$ cat config.mk
export PLATFORM = sky130hd
export DESIGN_NAME = rr_arbiter8_flat
export DESIGN_NICKNAME = d
export VERILOG_FILES = /design/src/rtl/rr_arbiter8_if.sv /design/src/rtl/rr_arbiter8.sv /design/src/flat_wrapper.sv
export SDC_FILE = /design/constraint.sdc
export NUM_CORES = 1
export LEC_CHECK = 0
export CAP_MARGIN = 10
export CORE_MARGIN = 2
export CORE_UTILIZATION = 50
export DETAILED_ROUTE_END_ITERATION = 10
export HOLD_SLACK_MARGIN = 0.12
export PLACE_DENSITY_LB_ADDON = 0.08
export REMOVE_ABC_BUFFERS = 1
export SLEW_MARGIN = 30
export SYNTH_ARGS = -nofsm -noshare
export SYNTH_HDL_FRONTEND = slang
export SYNTH_SLANG_ARGS = --single-unit
export TNS_END_PERCENT = 50
$ cat constraint.sdc
create_clock -name i_clk -period 2.9 [get_ports i_clk]
set_clock_uncertainty 0.05 [all_clocks]
set_input_delay 0.58 -clock i_clk [delete_from_list [all_inputs] [get_ports i_clk]]
set_output_delay 0.58 -clock i_clk [all_outputs]
set_load 0.02 [all_outputs]
$ cat src/rtl/rr_arbiter8_if.sv
// Request/grant bundle between the requester-side control logic and the
// round-robin arbiter that owns the shared ALU datapath slot.
interface rr_arbiter8_if;
    logic [7:0] req;
    logic       done;
    logic       gnt_valid;
    logic [2:0] gnt_idx;
    logic [7:0] gnt;
    logic       timeout;

    modport master (
        output req, done,
        input  gnt_valid, gnt_idx, gnt, timeout
    );

    modport slave (
        input  req, done,
        output gnt_valid, gnt_idx, gnt, timeout
    );
endinterface

$ cat src/rtl/rr_arbiter8.sv
// Eight-way round-robin arbiter: one grant at a time, held until DONE,
// abandonment or MAX_HOLD timeout, with a rotating priority pointer.
module rr_arbiter8 #(
    parameter int MAX_HOLD = 15
) (
    input  logic          i_clk,
    input  logic          i_rst,
    rr_arbiter8_if.slave  bus
);
    typedef enum logic {IDLE, GRANT} state_t;

    localparam logic [7:0] HOLD_LAST = (MAX_HOLD == 0) ? 8'd0 : 8'(MAX_HOLD - 1);

    state_t     r_state;
    logic [2:0] r_ptr;
    logic [7:0] r_hcnt;
    logic [2:0] r_gnt_idx;
    logic       r_gnt_valid;
    logic [7:0] r_gnt;
    logic       r_timeout;

    logic       w_any;
    logic [2:0] w_pick;
    logic       w_release;
    logic       w_expire;

    // Lowest offset from the pointer wins, so scan downwards and let later hits overwrite.
    always_comb begin
        w_any  = |bus.req;
        w_pick = r_ptr;
        for (int k = 7; k >= 0; k--) begin
            if (bus.req[r_ptr + 3'(k)]) w_pick = r_ptr + 3'(k);
        end
    end

    // A normal release (DONE or abandon) outranks a simultaneous timeout.
    assign w_release = bus.done || !bus.req[r_gnt_idx];
    assign w_expire  = (MAX_HOLD != 0) && (r_hcnt == HOLD_LAST) && !w_release;

    always_ff @(posedge i_clk) begin
        if (i_rst) begin
            r_state     <= IDLE;
            r_ptr       <= 3'd0;
            r_hcnt      <= 8'd0;
            r_gnt_idx   <= 3'd0;
            r_gnt_valid <= 1'b0;
            r_gnt       <= 8'h00;
            r_timeout   <= 1'b0;
        end else begin
            r_timeout <= 1'b0;
            case (r_state)
                IDLE: begin
                    if (w_any) begin
                        r_state     <= GRANT;
                        r_gnt_idx   <= w_pick;
                        r_gnt_valid <= 1'b1;
                        r_gnt       <= 8'h01 << w_pick;
                        r_hcnt      <= 8'd0;
                    end
                end
                GRANT: begin
                    if (r_hcnt != 8'hFF) r_hcnt <= r_hcnt + 8'd1;
                    if (w_release || w_expire) begin
                        r_state     <= IDLE;
                        r_ptr       <= r_gnt_idx + 3'd1;
                        r_gnt_valid <= 1'b0;
                        r_gnt       <= 8'h00;
                        r_timeout   <= w_expire;
                    end
                end
                default: r_state <= IDLE;
            endcase
        end
    end

    assign bus.gnt_valid = r_gnt_valid;
    assign bus.gnt_idx   = r_gnt_idx;
    assign bus.gnt       = r_gnt;
    assign bus.timeout   = r_timeout;
endmodule

$ cat src/flat_wrapper.sv
// flat-port wrapper written by rule: the top's interface ports become plain ports
module rr_arbiter8_flat 
#(
    parameter int MAX_HOLD = 15
)
  (i_clk, i_rst, bus_req, bus_done, bus_gnt_valid, bus_gnt_idx, bus_gnt, bus_timeout);
  rr_arbiter8_if bus_i ();
  input  logic i_clk;
  input  logic i_rst;
  input wire logic [$bits(bus_i.req)-1:0] bus_req;
  input wire logic [$bits(bus_i.done)-1:0] bus_done;
  output wire logic [$bits(bus_i.gnt_valid)-1:0] bus_gnt_valid;
  output wire logic [$bits(bus_i.gnt_idx)-1:0] bus_gnt_idx;
  output wire logic [$bits(bus_i.gnt)-1:0] bus_gnt;
  output wire logic [$bits(bus_i.timeout)-1:0] bus_timeout;
  assign bus_i.req = bus_req;
  assign bus_i.done = bus_done;
  assign bus_gnt_valid = bus_i.gnt_valid;
  assign bus_gnt_idx = bus_i.gnt_idx;
  assign bus_gnt = bus_i.gnt;
  assign bus_timeout = bus_i.timeout;
  rr_arbiter8 #(.MAX_HOLD(MAX_HOLD)) u_core (.i_clk(i_clk), .i_rst(i_rst), .bus(bus_i));
endmodule
==> summary.md <==
| Metric | Value |
|---|---|
| CP Launch Type | `register` |
| WL/cell | `around 17 µm` |
| DR vias | `2044` |
| Worst-path cell chain | `inv_2, ha_4, mux2i_4, mux4_2, mux2_4, o221a_4, o31ai_4, buf_6, o21ai_4, o31ai_2` |
| Hold Crit Class | `reg2reg` |
| Period utilisation layout | `97.1%` |
| Synthesis-stage register bit count | `25` |
| Port Buf Inserts | `23` |
| Pwr Total | `about 2.0 mW` |
| Seq/Total Area, Yosys | `23.4%` |
| Count of nets after finishing | `around 300` |
| Post-synth top flop | `dfxtp_1` |
| CP max-delay cell | `mux4_2` |
| Via/cell ratio | `slightly above 6` |
| Synth async-reset ratio | `0%` |
| Die ar. | `roughly 4800 µm²` |
| First-pass GRT wire length | `approximately 9300 µm` |
| FP Rows | `23` |
| Max VDD drop | `about 0.42 mV` |
| Total clock sinks | `25` |
| Reg clk slew, reported paths | `about 0.080 ns` |
| CTS H-tree lvls | `1` |
| Top cell type's share of synthesized area | `23.4%` |
| Critical Path AT | `between 2 and 3 ns` |
| FMAX | `approximately 0.36 GHz` |
| GRT Overall Usage | `a little under a quarter` |
| Setup TNS Final | `0 ns` |
| Distinct cell type count after synthesis | `59` |
| Pre-Repair DR Iteration Count | `5` |
| Ranking of synthesized cells by area | `dfxtp_1, mux4_2, mux2i_1, nor2_1, xor2_1` |
| Area of the multi-input gates | `between 1500 and 2000 µm²` |
| Worst Path Max Fanout | `8` |
| Vias in the first global route | `slightly above 2000` |
| WL final | `5740 µm` |
| Mapped Avg Cell Area | `between 9 and 10 µm²` |
| Post-synth top cells | `nor2_1, dfxtp_1, mux4_2` |
| Crit end category | `register` |
| Post-DP Area | `2670 µm²` |
| Post-route cell area | `~2900 µm²` |
| Worst Tran Pin Value | `0.693 ns` |
| Boundary Pins | `24` |
| Post-synth EDFFs | `0` |
| Most frequent cell after synthesis | `nor2_1` |
| Core Region | `roughly 4100 µm²` |
| CTS max path bufs | `2` |
| Post-CTS Hold Buffers | `0` |
| Share of post-route cells with drive strength above 1 | `39.7%` |
| Pleak | `roughly 1.2 nW` |
| Buffers & Inverters on Critical Path | `2` |
| Status | `completed` |
| Die Y | `69.5 µm` |
| Pwr dens | `slightly below 700 nW/µm²` |
| Pre-CTS setup slack | `-0.335 ns` |
| Slew Viols, Final | `0` |
| Final hold violations | `0` |
| Leading area contributor after synthesis | `dfxtp_1` |
| Critical Path Max Stage Delay | `about 0.47 ns` |
| Die W | `69.5 µm` |
| RD Place Congestion | `0.957` |
| Grt ovf | `0` |
| Root Buffer | `clkbuf_8` |
| Starting Density | `between 50% and 60%` |
| Crit Path Class | `reg2reg` |
| DRC | `0` |
| Maximum number of pins on one net before global-route repair | `21` |
| Worst skew pair latency | `0.26 ns` |
| Number of antenna diodes | `0` |
| Area growth syn-to-layout | `35.1%` |
| CP Data Required Time | `approximately 3 ns` |
| Maxcap violations | `0` |
| Ys Warns | `0` |
| Number of routed nets with antenna violations | `0` |
| Post-Syn Instances | `about 220` |
| Hpwl dp | `around 4300 µm` |
| Crit path max-delay family | `multiplexers` |
| Netlist Area Pre-Place | `about 2100 µm²` |
| Final min period | `around 2.8 ns` |
| Initial antenna violation count | `0` |
| # setup viols final | `0` |
| Layout Utilization | `between 70% and 80%` |
| TritonCTS clock tree | `yes` |
| 1st-iter DRT viols | `141` |
| Slew headroom | `53.2%` |
| Sequential cell area | `slightly above 500 µm²` |
| Num CTS Buffers | `3` |
| Setup ws final | `around 0.084 ns` |
| Number of fill cells in the layout | `302` |
==> layer usage <==
metal | share of wire (%) | track usage, %
met1 | 44 | 32.7
met2 | 48 | 37.6
met3 | 4.9 | 4.36
met4 | 2.5 | 6.97
met5 | 0 | 0
==> cell families (layout without fill, tap and decap cells) <==
kind of cell	after synthesis	in the layout	synth area share, %
AND/OR/NAND/NOR	77	77	19.3
AO/OA/AOI/OAI	49	49	18.2
multiplexers	35	35	26.5
flip-flops	25	25	23.4
buffers and inverters	19	82	6.13
XOR/XNOR	9	9	3.68
adder cells (fa/ha/maj)	5	5	2.92
==> cell type report <==
cell class | instances | share of cell area, %
timing repair buffer | 70 | 21.2
multi-input combinational | 175 | 56.6
clock buffer | 4 | 1.56
tap | 50 | 2.16
inverter | 8 | 1.04
sequential | 25 | 17.4
==> worst register-to-register path, cell delays in order, from the launching register on <==
cell	delay, ns
dfxtp_2	0.35
inv_2	0.06
ha_4	0.30
mux2i_4	0.21
mux4_2	0.47
mux2_4	0.31
o221a_4	0.27
o31ai_4	0.29
buf_6	0.15
o21ai_4	0.06
o31ai_2	0.22
==> through the flow <==
step / hold slack, ns / cells
3_3_place_gp: 0.384 / 326
2_1_floorplan: 0.436 / 208
5_1_grt: 0.427 / 332
3_5_place_dp: 0.391 / 326
4_1_cts: 0.402 / 331
6_report: 0.402 / 332
==> flip-flops by register name, indices dropped and copies added (netlist names) <==
signal	cells
u_core.bus.gnt	8
u_core.bus.gnt_idx	3
u_core.bus.gnt_valid	1
u_core.bus.timeout	1
u_core.r_hcnt	8
u_core.r_ptr	3
u_core.r_state	1
==> cells in the final DEF, fill, tap and decap left out, types with 6 or more instances in the layout <==
cell / synthesis / final
nand3_1: 6 / 6
dfxtp_1: 25 / 23
buf_4: 1 / 43
nand2_1: 11 / 11
a21oi_1: 8 / 6
clkdlybuf4s50_1: 0 / 15
dlymetal6s2s_1: 0 / 7
inv_1: 7 / 6
xor2_1: 8 / 8
mux2i_1: 12 / 9
nor2_1: 26 / 26
mux4_2: 16 / 16
==> power breakdown <==
part	switching [mW]	internal (mW)	leakage (nW)	total (mW)
sequential	0.0496	0.393	0.205	0.443
clock	0.103	0.0980	0.0228	0.201
combinational	0.661	0.689	0.968	1.35
==> worst paths after layout <==
path,startpoint,endpoint,slack (ns),cells past startpoint
worst max-delay path,u_core.r_ptr[1],u_core.bus.gnt[7],0.08,10
worst min-delay path,u_core.bus.gnt[2],u_core.bus.gnt[2],0.40,2
worst max register to register,u_core.r_ptr[1],u_core.bus.gnt[7],0.08,10
worst min register to register,u_core.bus.gnt[2],u_core.bus.gnt[2],0.40,2
==> repair_timing <==
item,4_1_cts,5_1_grt
pin swaps,1,9
resized for setup,8,31
endpoints found under the setup margin,10,11
buffers inserted,1,1
gates cloned,0,0
No activity file was read; power rests on OpenSTA's default activity.
